[src/rtl/cpu_sequencer.sv]
// Multi-cycle control sequencer for the RV64I core: walks each instruction through
// fetch/decode/execute/mem/writeback, drives datapath selects and counts retirements.
module cpu_sequencer #(
  parameter logic [63:0] RESET_VECTOR = 64'h0
) (
  input  logic        clk_in,
  input  logic        rst_n_in,
  input  logic [6:0]  opcode_in,
  input  logic        imem_ready_in,
  input  logic        dmem_ready_in,
  input  logic        branch_taken_in,
  output logic        imem_req_out,
  output logic        ir_load_out,
  output logic [2:0]  imm_sel_out,
  output logic [1:0]  alu_a_sel_out,
  output logic        alu_b_sel_out,
  output logic        word_op_out,
  output logic        dmem_req_out,
  output logic        dmem_we_out,
  output logic        reg_write_out,
  output logic [1:0]  wb_sel_out,
  output logic        pc_write_out,
  output logic [1:0]  pc_sel_out,
  output logic        trap_out,
  output logic [63:0] instret_out
);

  // The trap/boot path lives in the PC unit; only its alignment matters here.
  if (RESET_VECTOR[1:0] != 2'b00) begin : g_rv_chk
    $error("RESET_VECTOR must be 4-byte aligned");
  end

  typedef enum logic [2:0] {
    S_IDLE, S_FETCH, S_DECODE, S_EXEC, S_MEM, S_WB, S_TRAP
  } state_e;

  typedef enum logic [3:0] {
    C_LOAD, C_STORE, C_OPIMM, C_OPIMM32, C_OP, C_OP32,
    C_LUI, C_AUIPC, C_JAL, C_JALR, C_BRANCH, C_ILL
  } cls_e;

  state_e      state_q;
  cls_e        cls_q, dec_cls;
  logic [2:0]  imm_sel_q, dec_imm;
  logic [1:0]  alu_a_q, dec_a;
  logic        alu_b_q, dec_b;
  logic        word_q, dec_word;
  logic [1:0]  wb_sel_q, dec_wb;
  logic [1:0]  pc_sel_q, exec_pc_sel;
  logic [63:0] instret_q, instret_d;

  always_comb begin
    dec_cls  = C_ILL;
    dec_imm  = 3'd0;
    dec_a    = 2'd0;
    dec_b    = 1'b1;
    dec_word = 1'b0;
    dec_wb   = 2'd0;
    case (opcode_in)
      7'b0000011: begin dec_cls = C_LOAD;    dec_wb = 2'd1; end
      7'b0100011: begin dec_cls = C_STORE;   dec_imm = 3'd1; end
      7'b0010011: begin dec_cls = C_OPIMM;   end
      7'b0011011: begin dec_cls = C_OPIMM32; dec_word = 1'b1; end
      7'b0110011: begin dec_cls = C_OP;      dec_b = 1'b0; end
      7'b0111011: begin dec_cls = C_OP32;    dec_b = 1'b0; dec_word = 1'b1; end
      7'b0110111: begin dec_cls = C_LUI;     dec_imm = 3'd3; dec_a = 2'd2; end
      7'b0010111: begin dec_cls = C_AUIPC;   dec_imm = 3'd3; dec_a = 2'd1; end
      7'b1101111: begin dec_cls = C_JAL;     dec_imm = 3'd4; dec_a = 2'd1; dec_wb = 2'd2; end
      7'b1100111: begin dec_cls = C_JALR;    dec_wb = 2'd2; end
      7'b1100011: begin dec_cls = C_BRANCH;  dec_imm = 3'd2; dec_a = 2'd1; end
      default:    dec_cls = C_ILL;
    endcase
  end

  // Branch outcome is only valid in EXECUTE, so the PC select is resolved on that exit.
  always_comb begin
    exec_pc_sel = 2'd0;
    if (cls_q == C_JAL || (cls_q == C_BRANCH && branch_taken_in)) exec_pc_sel = 2'd1;
    else if (cls_q == C_JALR)                                      exec_pc_sel = 2'd2;
  end

  assign instret_d = instret_q + {63'd0, state_q == S_WB};

  always_ff @(posedge clk_in or negedge rst_n_in) begin
    if (!rst_n_in) begin
      state_q   <= S_IDLE;
      cls_q     <= C_ILL;
      imm_sel_q <= 3'd0;
      alu_a_q   <= 2'd0;
      alu_b_q   <= 1'b0;
      word_q    <= 1'b0;
      wb_sel_q  <= 2'd0;
      pc_sel_q  <= 2'd0;
      instret_q <= 64'd0;
    end else begin
      instret_q <= instret_d;
      pc_sel_q  <= 2'd0;
      case (state_q)
        S_IDLE:   state_q <= S_FETCH;
        S_FETCH:  if (imem_ready_in) state_q <= S_DECODE;
        S_DECODE: begin
          cls_q     <= dec_cls;
          imm_sel_q <= dec_imm;
          alu_a_q   <= dec_a;
          alu_b_q   <= dec_b;
          word_q    <= dec_word;
          wb_sel_q  <= dec_wb;
          if (dec_cls == C_ILL) begin
            state_q  <= S_TRAP;
            pc_sel_q <= 2'd3;
          end else begin
            state_q  <= S_EXEC;
          end
        end
        S_EXEC: begin
          if (cls_q == C_LOAD || cls_q == C_STORE) begin
            state_q <= S_MEM;
          end else begin
            state_q  <= S_WB;
            pc_sel_q <= exec_pc_sel;
          end
        end
        S_MEM:    if (dmem_ready_in) state_q <= S_WB;
        S_WB:     state_q <= S_FETCH;
        S_TRAP:   state_q <= S_FETCH;
        default:  state_q <= S_IDLE;
      endcase
    end
  end

  assign imem_req_out  = (state_q == S_FETCH);
  assign ir_load_out   = (state_q == S_FETCH) && imem_ready_in;
  assign dmem_req_out  = (state_q == S_MEM);
  assign dmem_we_out   = (state_q == S_MEM) && (cls_q == C_STORE);
  assign reg_write_out = (state_q == S_WB) && (cls_q != C_STORE) && (cls_q != C_BRANCH);
  assign pc_write_out  = (state_q == S_WB) || (state_q == S_TRAP);
  assign trap_out      = (state_q == S_TRAP);
  assign imm_sel_out   = imm_sel_q;
  assign alu_a_sel_out = alu_a_q;
  assign alu_b_sel_out = alu_b_q;
  assign word_op_out   = word_q;
  assign wb_sel_out    = wb_sel_q;
  assign pc_sel_out    = pc_sel_q;
  assign instret_out   = instret_q;

endmodule

[config.mk]
export PLATFORM = sky130hd
export DESIGN_NAME = cpu_sequencer
export DESIGN_NICKNAME = d
export VERILOG_FILES = /design/src/rtl/cpu_sequencer.sv
export SDC_FILE = /design/constraint.sdc
export NUM_CORES = 1
export LEC_CHECK = 0
export CAP_MARGIN = 20
export CORE_MARGIN = 2
export CORE_UTILIZATION = 44
export CTS_BUF_LIST = sky130_fd_sc_hd__clkbuf_4
export CTS_CLUSTER_SIZE = 40
export DETAILED_ROUTE_END_ITERATION = 7
export GPL_ROUTABILITY_DRIVEN = 1
export PLACE_DENSITY = 0.82
export SETUP_SLACK_MARGIN = 0.3
export SYNTH_ARGS = -nofsm -noshare
export SYNTH_HDL_FRONTEND = slang
export SYNTH_SLANG_ARGS = --single-unit
[constraint.sdc]
create_clock -name clk_in -period 3.3 [get_ports clk_in]
set_clock_uncertainty 0.05 [all_clocks]
set_input_delay 0.66 -clock clk_in [delete_from_list [all_inputs] [get_ports clk_in]]
set_output_delay 0.66 -clock clk_in [all_outputs]
set_load 0.01 [all_outputs]
### After elaboration in Yosys (flattened, before gate mapping)

Cells that the tools add are included.

| word-level totals | value |
|---|---|
| word-level logic and storage cells | 69 |
| register bits | 82 |
| output and inout port bits | 82 |
| input port bits | 12 |

| operators by class | value |
|---|---|
| add/subtract/negate cells | 1 |
| equality and inequality tests | 26 |
| mux-type cells | 16 |
| reductions and logical operators | 17 |

Operators with widths:

| cell | number |
|---|---|
| $add 64x1->64 | 1 |
| $pmux 4 s11 | 1 |
| $eq 7x6->1 const B | 4 |
| $eq 7x5->1 const B | 3 |
| $eq 7x7->1 const B | 3 |
| $eq 4x4->1 const B | 4 |
| $pmux 3 s5 | 1 |
| $pmux 2 s2 | 3 |
| $pmux 3 s4 | 1 |
| $eq 3x3->1 const B | 3 |
| $mux 3 | 3 |
| $mux 2 | 4 |
| $reduce_or 2->1 | 4 |
| $eq 7x2->1 const B | 1 |
| $eq 3x2->1 const B | 2 |
| $reduce_or 3->1 | 2 |
| $logic_and 1x1->1 | 5 |
| $eq 4x1->1 const B | 1 |
| $logic_not 4->1 | 1 |
| $ne 2x2->1 const B | 2 |
| $ne 4x1->1 const B | 1 |
| $ne 4x4->1 const B | 1 |
| $eq 3x1->1 const B | 1 |
| $logic_not 3->1 | 1 |
| other kinds (3) | 7 |

### Depth between registers and ports, before layout

Gate-level depths: netlist of the first run.

| depth | value |
|---|---|
| depth after elaboration | 6 |
| depth in mapped cells | 11 |
| depth with buffers taken out | 10 |

### Worst setup path after synthesis of the first run

Ideal clock, no wire load.

| path | value |
|---|---|
| path kind | register to register |
| start point | register state_q[0] |
| end point | register instret_q[58] (netlist: instret_out[58]) |
| data required time | 3.171 ns |
| setup time | 0.079 ns |
| path buffers | 1 |
| setup slack | 0.813 ns |
| data arrival time | 2.357 ns |
| stages on the path, launching flop included | 12 |
| cell sequence | dfrtp_1 -> clkbuf_1 -> nor2b_1 -> nand2_1 -> inv_1 -> ha_1 -> ha_1 -> nand3_1 -> nor4_1 -> nand4_1 -> nor3_1 -> xor2_1 |

| between the ends | value |
|---|---|
| cells in the longest elaborated chain, start to end | 2 |

RTL lines:

| item | line | source |
|---|---|---|
| from (decl) | 42 | `state_e state_q;` |
| from (signal assigned) | 86 | `state_q <= S_IDLE;` |
| from (signal assigned) | 99 | `S_IDLE: state_q <= S_FETCH;` |
| from (signal assigned) | 100 | `S_FETCH: if (imem_ready_in) state_q <= S_DECODE;` |
| $eq 3x3->1 | 82 | `assign instret_d = instret_q + {63'd0, state_q == S_WB};` |
| $add 64x1->64 | 82 |  |
| via instret_d[58] | 50 | `logic [63:0] instret_q, instret_d;` |
| to (signal assigned) | 96 | `instret_q <= instret_d;` |
| to (decl) | 50 |  |

The timed path passes the listed nets, and every way through them passes these cells.
A chain may end at the register's enable or synchronous reset.

### Worst setup path after layout of the first run

| path | value |
|---|---|
| start point | register state_q[0] |
| end point | register instret_q[60] (netlist: instret_out[60]) |

Same word-level chain as after synthesis.

==> results of run 1 <==
==> state kept, by name, summed over array words and instances, names as in the netlist <==
name and count:
instret_out 64, alu_b_sel_out 1, pc_sel_out 2, alu_a_sel_out 2, wb_sel_out 2, imm_sel_out 3, state_q 3, cls_q 4
word_op_out 1
==> layer usage <==
| metal | part of all wire | GRT usage |
|---|---|---|
| met5 | 0 | 0 |
| met4 | 0.0050 | 0.03477 |
| met3 | 0.076 | 0.06514 |
| met2 | 0.51 | 0.3451 |
| met1 | 0.41 | 0.2389 |
==> path summary, 6_finish.rpt <==
kind,to
max in group asynchronous,cls_q[0]$_DFFE_PN1N_
worst max-delay path,instret_out[60]$_DFF_PN0_
worst min-delay path,instret_out[63]$_DFF_PN0_
worst max register to register,instret_out[60]$_DFF_PN0_
worst min register to register,instret_out[63]$_DFF_PN0_
min in group asynchronous,instret_out[48]$_DFF_PN0_
==> cell usage in the layout (no fill, tap or decap), drive strengths merged, types with 3 or more instances in the layout <==
master | synthesis | final
a21oi | 9 | 9
and2 | 3 | 3
and3 | 8 | 8
clkbuf | 6 | 10
clkdlybuf4s50 | 0 | 92
dfrtp | 79 | 79
dfstp | 3 | 3
inv | 15 | 17
nand2 | 40 | 40
nand2b | 5 | 5
nand3 | 25 | 25
nand3b | 3 | 3
nand4 | 25 | 25
nor2 | 35 | 35
nor2b | 3 | 3
nor3 | 20 | 20
nor4 | 10 | 10
o21ai | 15 | 15
xnor2 | 36 | 36
xor2 | 27 | 27
==> metrics by stage <==
| stage | total power, mW | hold slack [ns] | cells |
|---|---|---|---|
| global placement | 1.837 | 0.4076 | 581 |
| floorplan | 1.527 | 0.3144 | 387 |
| global route | 2.567 | 0.4551 | 599 |
| detailed placement | 1.852 | 0.4193 | 581 |
| CTS | 2.450 | 0.3698 | 597 |
| finish | 2.427 | 0.4370 | 599 |
==> power breakdown <==
part	internal [mW]	total (mW)	switching [mW]
Clock	0.242	0.589	0.348
Combinational	0.305	0.570	0.266
Sequential	1.14	1.27	0.129
==> logic make-up (layout without fill, tap and decap cells) <==
| kind of cell | Yosys count | count (layout) | synth area share |
|---|---|---|---|
| flip-flops | 82 | 82 | 0.5271 |
| buffers and inverters | 22 | 126 | 0.02181 |
| AND/OR/NAND/NOR | 184 | 184 | 0.2506 |
| adder cells (fa/ha/maj) | 2 | 2 | 0.006415 |
| XOR/XNOR | 63 | 63 | 0.1415 |
| AO/OA/AOI/OAI | 34 | 34 | 0.05262 |
==> repair_timing <==
action,CTS,global route
hold buffers,0,1
hold endpoints to repair,0,7
resized for setup,0,2
setup endpoints to repair,0,2
==> final cells by class <==
type,instances,share of cell area
well taps,108,0.02641
inverters,15,0.01100
flip-flops and latches,82,0.4020
multi-input cells,283,0.3447
clock inverters,6,0.01247
clock buffers,10,0.01467
repair buffers,95,0.1888
==> flow_summary.yaml, run 1 <==
outcome:
  outcome: "complete, no violations"
cts:
  clockBufferDepth: 2
  cts_tree: "built"
  htree_levels: 3
  cts_inserted_buffers: 9
  insertion_delay_ns: 0.42
  ctsRootBufferMaster: "clkbuf_4"
  clk_pin_slew_ns: 0.14
  cts.sinks: 82
  post_cts_buffers: 0
drt:
  drtPass1Iterations: 5
  routed_via_density: 5.411
  drc: 0
  antenna_left: 0
  route.vias.total: 3241
  routed_wl_um: 9221
  wl_per_cell_um: 15.39
  drtIter0Drc: 111
global_routing:
  grt_antenna_before_repair: 0
  track_usage: 0.1961
  grt-ovfl-total: 0
  grt_max_degree: 83
  first_global_vias: 3223
  grt_pass1_wl_um: 15490
setup_path:
  critical_path_required_ns: 3.60
  worstReg2RegStart: "state_q[0]$_DFFE_PN0P_"
  cp_slowest_cell: "dfrtp_2"
  cp-startpoint: "state_q[0]$_DFFE_PN0P_"
  crit_chain: "nor2b_1, nand2_1, inv_1, ha_1, ha_1, nand3_1, nor4_1, nand4_1, nor3_1, xor2_1"
  reg2reg_depth: 10
  path_class: "register to register"
  critPathMaxStageDelay_ns: 0.48
  worst-path-buf-inv: 1
  path_max_fanout: 11
  cp_top_family: "simple AND/OR/NAND/NOR gates"
  arrival_ns: 3.05
  critPathMostFrequentCell: "ha_1"
  rrSetupSlack_ns: 0.55
  crit_cells: 10
  critPathLaunchType: "register"
  end_kind: "register"
yosys:
  synth_top_area_frac: 0.5069
  async_reset_ff_frac: 1.000
  synth_ff_type: "dfrtp_1"
  seq_area_frac_synth: 0.5271
  synthDistinctLibCells: 40
  yosys_warnings: 0
  synth-seq-cells: 82
  syn-num-nets: 401
  ys_top_cells_by_area: "dfrtp_1, xnor2_1, xor2_1, nand2_1, nand4_1"
  syn_inst: 387
  synth.most_common_cell: "dfrtp_1"
  synth_commonest_cells: "dfrtp_1, nand2_1, xnor2_1, nor2_1, xor2_1"
  synth.avg_cell_area_um2: 10.08
  synth_area_um2: 3900
  yosys.area.top_type: "dfrtp_1"
  synth-edff-count: 0
hold_path:
  hold_path_depth: 1
  hold_class: "register to register"
  min_from: "instret_out[63]$_DFF_PN0_"
sta:
  slew_headroom: 0.6119
  tightest_slew_ns: 0.5768
  max_freq_ghz: 0.3630
  rsz0062_at_grt: "false"
  finalSetupTns_ns: 0
  setup_viol_count_final: 0
  drv_slew: 0
  finalHoldViolCount: 0
  layout_setup_ws_ns: 0.5451
  layout_worst_path_cycle_share: 0.8348
  min_period_ns: 2.755
die:
  start_util: 0.4494
  core_um2: 8678
  ios: 94
  dieHeight_um: 98.15
  die_x_um: 98.15
  std_cell_rows: 34
  die-area_um2: 9632
final_layout:
  fillCellCount: 730
  regArea_um2: 2057
  n_antenna_cell: 0
  area_growth_pct: 31.22
  final_nets: 500
  multi_input_area_um2: 1764
  final_util: 0.5897
  drive_gt1_frac: 0.06517
  post-route-cell-area_um2: 5117
power:
  ir_drop_mv: 0.3387
  power_density_nw_per_um2: 474.2
  p_leak_nw: 2.230
place:
  dpl_worst_slack_ns: 0.5614
  dp_hpwl_um: 6788
  portBuffers: 93
  gp_congestion: 0.8990
  placed_area_um2: 4935
job:
  cap_violations: 0
Note: power is estimated with default switching activity, not from simulation.
==> run 2: changes to the inputs <==
PLACE_DENSITY = 0.85   (was 0.82)
clock period = 2.5 ns   (was 3.3 ns; I/O delays follow)
==> run 2 against run 1 <==
  * Die area unchanged
  * Global-route usage up 1.4 points
  * Combinational power up 59%
  * Sequential cell count unchanged
  * Worst hold slack worse by 0.42 ns
  * Critical endpoint is now pc_write_out
  * Largest cell class unchanged
  * Largest power group unchanged
==> flow_summary.yaml, run 2 (same netlist as run 1, synthesis figures left out) <==
setup_path:
  worst-path-buf-inv: 2
  end_kind: "output pin"
  critical_path_required_ns: 1.95
  path_max_fanout: 3
  critPathLaunchType: "register"
  rrSetupSlack_ns: 0.32
  cp_slowest_cell: "dfrtp_2"
  path_class: "register to output pin"
  worstReg2RegStart: "state_q[1]$_DFFE_PN0P_"
  reg2reg_depth: 10
  crit_chain: "buf_6, nor2b_2, and2_4, or2_4, buf_6"
  regToRegEndpoint: "instret_out[57]$_DFF_PN0_"
  cp_top_family: "simple AND/OR/NAND/NOR gates"
  arrival_ns: 1.64
  crit_cells: 5
  critPathMostFrequentCell: "buf_6"
  critPathMaxStageDelay_ns: 0.44
final_layout:
  largest_reg_flops: 64
  final_cell_mix: "clkdlybuf4s50_1, dfrtp_1, nand2_1, xnor2_1, nor2_1"
  drive_gt1_frac: 0.1617
  n_antenna_cell: 0
  fin_cells: 615
  layout_commonest_cell: "clkdlybuf4s50_1"
  fillCellCount: 714
  area_growth_pct: 38.98
  final_nets: 516
cts:
  insertion_delay_ns: 0.43
  htree_levels: 3
  ctsRootBufferMaster: "clkbuf_4"
  cts_inserted_buffers: 9
  cts.sinks: 82
  clockBufferDepth: 2
  clk_pin_slew_ns: 0.14
  cts_tree: "built"
sta:
  min_period_ns: 2.190
  finalHoldViolCount: 0
  setup_viol_count_final: 0
  layout_worst_path_cycle_share: 0.8759
  finalSetupTns_ns: 0
  slew_headroom: 0.6241
  rsz0062_at_grt: "true"
  drv_slew: 0
  max_freq_ghz: 0.4567
  tightest_slew_ns: 0.5579
global_routing:
  first_global_vias: 3352
  grt-ovfl-total: 0
  grt_antenna_before_repair: 0
  track_usage: 0.2103
  grt_pass1_wl_um: 16400
  grt_max_degree: 83
hold_path:
  hold_class: "input port to async pin"
power:
  p_clk_frac: 0.260
  p_seq_frac: 0.481
  sw_frac_of_total: 0.3168
  ir_drop_mv: 0.4890
  power_mw: 3.509
  power_density_nw_per_um2: 647.4
  p_sw_mw: 1.111
  cellInternalPower_mw: 2.397
  p_leak_nw: 2.398
  comb_power_share: 0.259
place:
  dp_hpwl_um: 7140
  gp_congestion: 0.9526
  portBuffers: 93
  dp_cells: 588
job:
  cap_violations: 0
die:
  core_um2: 8678
  std_cell_rows: 34
  dieHeight_um: 98.15
  die_x_um: 98.15
  start_util: 0.4494
  die-area_um2: 9632
  ios: 94
drt:
  antenna_left: 0
  route.vias.total: 3396
  drtPass1Iterations: 4
  drc: 0
  routed_via_density: 5.522
  drtIter0Drc: 153
  wl_per_cell_um: 16.64
  routed_wl_um: 10240
outcome:
  outcome: "complete, no violations"
==> run 2: worst max path at each step <==
stage / start / to / slack (ns)
2_1_floorplan: state_q[0]$_DFFE_PN0P_ / instret_out[59]$_DFF_PN0_ / 0.30
5_1_grt: state_q[1]$_DFFE_PN0P_ / instret_out[57]$_DFF_PN0_ / 0.16
3_3_place_gp: state_q[1]$_DFFE_PN0P_ / instret_out[58]$_DFF_PN0_ / 0.23
4_1_cts: state_q[0]$_DFFE_PN0P_ / dmem_we_out / 0.14
3_5_place_dp: state_q[1]$_DFFE_PN0P_ / instret_out[58]$_DFF_PN0_ / 0.12
6_report: state_q[1]$_DFFE_PN0P_ / pc_write_out / 0.31
==> run 2: metal layers <==
layer / vias up / routed length, µm / track usage
met5: - / 0 / 0
met3: 20 / 800 / 0.06943
met2: 134 / 5094 / 0.3451
met1: 1666 / 4151 / 0.2615
met4: 0 / 189 / 0.07587
li1: 1576 / - / -
==> run 2: area by class of cell <==
| cell class | count | area [µm²] | share of cell area |
|---|---|---|---|
| well taps | 108 | 135.1 | 0.02493 |
| clock buffers | 9 | 67.56 | 0.01247 |
| flip-flops and latches | 82 | 2057 | 0.3795 |
| multi-input cells | 283 | 1938 | 0.3576 |
| clock inverters | 7 | 100.1 | 0.01847 |
| repair buffers | 111 | 1066 | 0.1967 |
| inverters | 15 | 56.30 | 0.01039 |
==> run 2: timing repair <==
item | in CTS | in global routing
setup endpoints to repair | 24 | 34
pin swaps | 3 | 10
endpoints found under the hold margin | 0 | 0
hold buffers | 0 | 0
setup buffers | 6 | 5
gates resized for setup | 32 | 25
==> run 2: per-stage QoR <==
| stage | setup slack, ns | hold slack, ns | cell area (µm²) | util |
|---|---|---|---|---|
| floorplan | 0.3027 | 0.1544 | 3935 | - |
| global placement | 0.2310 | 0.4066 | 5031 | 0.5797 |
| detailed placement | 0.1239 | 0.4097 | 5031 | 0.5797 |
| CTS | 0.1368 | 0.02702 | 5316 | 0.6126 |
| global route | 0.1612 | 0.01894 | 5420 | 0.6246 |
| finish | 0.3102 | 0.01557 | 5420 | 0.6246 |
==> run 2: power groups by stage <==
stage / Sequential [mW] / Clock [mW] / Combinational (mW)
after floorplan: 1.71 / 0 / 0.330
after global placement: 1.68 / 0 / 0.790
after detailed placement: 1.69 / 0 / 0.817
after CTS: 1.67 / 0.935 / 0.875
after global routing: 1.71 / 0.996 / 0.990
final: 1.69 / 0.914 / 0.908
==> run 3: changes to the inputs <==
CORE_UTILIZATION = 35   (was 44)
PLACE_DENSITY = 0.72   (was 0.85)
==> run 3 against run 2 <==
  * Core utilization down 12 points
  * Sequential cell count unchanged
  * Fmax about the same
  * Combinational power about the same
  * Final cell count up 6.2%
  * Register-to-register slack gained 0.03 ns
  * Wire length down 4.3%
  * Clock power fell by 23%
  * First-iteration DRC count is 3.3% lower
  * Sequential share of layout area shrank 0.13 points
  * Sequential power about the same
  * Highest routed layer unchanged
==> flow_summary.yaml, run 3 (same netlist as run 1, synthesis figures left out) <==
cts:
  clockBufferDepth: 2
  clk_pin_slew_ns: 0.15
  cts.sinks: 82
  cts_tree: "built"
  htree_levels: 3
  ctsRootBufferMaster: "clkbuf_4"
  cts_inserted_buffers: 9
  insertion_delay_ns: 0.43
final_layout:
  final_nets: 522
  regArea_um2: 2058
  n_antenna_cell: 0
  layout_commonest_cell: "clkdlybuf4s50_1"
  fillCellCount: 1005
  largest_reg_flops: 64
  multi_input_area_um2: 1921
  fin_cells: 653
  drive_gt1_frac: 0.1598
  final_cell_mix: "clkdlybuf4s50_1, dfrtp_1, nand2_1, xnor2_1, nor2_1"
  area_growth_pct: 39.53
sta:
  layout_worst_path_cycle_share: 0.8766
  min_period_ns: 2.192
  finalSetupTns_ns: 0
  setup_viol_count_final: 0
  slew_headroom: 0.6097
  rsz0062_at_grt: "true"
  tightest_slew_ns: 0.5855
  drv_slew: 0
  finalHoldViolCount: 0
  max_freq_ghz: 0.4563
global_routing:
  grt_max_degree: 43
  grt_antenna_before_repair: 0
  grt_pass1_wl_um: 16150
  first_global_vias: 3329
  grt-ovfl-total: 0
  track_usage: 0.1717
drt:
  drc: 0
  antenna_left: 0
  wl_per_cell_um: 15.00
  drtPass1Iterations: 5
  routed_wl_um: 9793
  routed_via_density: 5.175
  drtIter0Drc: 148
  route.vias.total: 3379
place:
  dp_cells: 622
  dp_hpwl_um: 6967
  gp_congestion: 0.8627
  portBuffers: 93
power:
  p_leak_nw: 2.405
  comb_power_share: 0.275
  power_mw: 3.288
  ir_drop_mv: 0.4241
  p_seq_frac: 0.511
  p_sw_mw: 1.091
  sw_frac_of_total: 0.3317
  power_density_nw_per_um2: 604.3
  cellInternalPower_mw: 2.198
  p_clk_frac: 0.214
hold_path:
  hold_class: "register to register"
die:
  start_util: 0.3598
  ios: 94
  die_x_um: 109.6
  core_um2: 10840
  std_cell_rows: 38
  dieHeight_um: 109.6
  die-area_um2: 12000
setup_path:
  critPathMaxStageDelay_ns: 0.45
  arrival_ns: 1.64
  critPathLaunchType: "register"
  cp_slowest_cell: "dfrtp_2"
  crit_chain: "buf_4, nor2b_4, and2_4, or2_4, buf_6"
  path_class: "register to output pin"
  path_max_fanout: 3
  end_kind: "output pin"
  critical_path_required_ns: 1.95
outcome:
  outcome: "complete, no violations"
job:
  cap_violations: 0
run 3: changes by cell type in the layout (fill, tap and decap cells not counted), sizes merged:
| cell | previous run | this run |
|---|---|---|
| buf | 22 | 27 |
| bufinv | 2 | 0 |
| clkinvlp | 1 | 3 |
| clkdlybuf4s15 | 0 | 1 |
| dlygate4sd2 | 3 | 2 |
| dlygate4sd3 | 0 | 1 |
run 3: power groups by stage:
| stage | clock [mW] | sequential, mW | combinational, mW |
|---|---|---|---|
| 2_1_floorplan | 0 | 1.71 | 0.330 |
| 3_3_place_gp | 0 | 1.68 | 0.794 |
| 3_5_place_dp | 0 | 1.68 | 0.807 |
| 4_1_cts | 0.737 | 1.67 | 0.864 |
| 5_1_grt | 0.794 | 1.71 | 1.00 |
| 6_report | 0.703 | 1.68 | 0.906 |
run 3: final timing paths:
| check | start | to | slack, ns | cells past startpoint |
|---|---|---|---|---|
| max reg2reg | state_q[1]$_DFFE_PN0P_ | instret_out[58]$_DFF_PN0_ | 0.35 | 11 |
| min reg2reg | instret_out[63]$_DFF_PN0_ | instret_out[63]$_DFF_PN0_ | 0.45 | 1 |
| max in group asynchronous | rst_n_in | instret_out[24]$_DFF_PN0_ | 1.25 | 3 |
| max | state_q[1]$_DFFE_PN0P_ | pc_write_out | 0.31 | 5 |
| min in group asynchronous | rst_n_in | instret_out[32]$_DFF_PN0_ | 0.55 | 2 |
| min | instret_out[63]$_DFF_PN0_ | instret_out[63]$_DFF_PN0_ | 0.45 | 1 |
run 3: repair_timing:
| item | 4_1_cts | 5_1_grt |
|---|---|---|
| resized for setup | 25 | 27 |
| setup endpoints to repair | 29 | 33 |
| hold endpoints to repair | 2 | 0 |
| hold buffers | 1 | 0 |
| pin swaps | 3 | 8 |
| buffers inserted | 6 | 8 |
run 3: stage by stage:
step | area [µm²] | utilization | hold slack (ns) | setup WS, ns
6_report | 5441 | 0.5020 | 0.4451 | 0.3085
5_1_grt | 5441 | 0.5020 | 0.4555 | 0.2247
4_1_cts | 5314 | 0.4902 | 0.4413 | 0.1480
3_5_place_dp | 5086 | 0.4692 | 0.4101 | 0.08802
3_3_place_gp | 5086 | 0.4692 | 0.4079 | 0.2442
2_1_floorplan | 3935 | - | 0.1544 | 0.3027
run 3: final cells by class:
type                       count  share of cell area
clock buffer                   9             0.01242
multi-input combinational    283              0.3530
inverter                      15             0.01035
timing repair buffer         117              0.2042
tap                          140             0.03219
sequential                    82              0.3782
clock inverter                 7            0.009657
run 3: routing by layer:
metal	share of wire	track usage
met1	0.42	0.2199
met2	0.48	0.2813
met4	0.013	0.05063
met5	0	0
met3	0.082	0.05098
run 3: critical path: cells and delay by family, from the launching register on:
| kind | cells | cell delay [ns] |
|---|---|---|
| flops | 1 | 0.45 |
| simple gates | 3 | 0.49 |
| buf+inv | 2 | 0.27 |
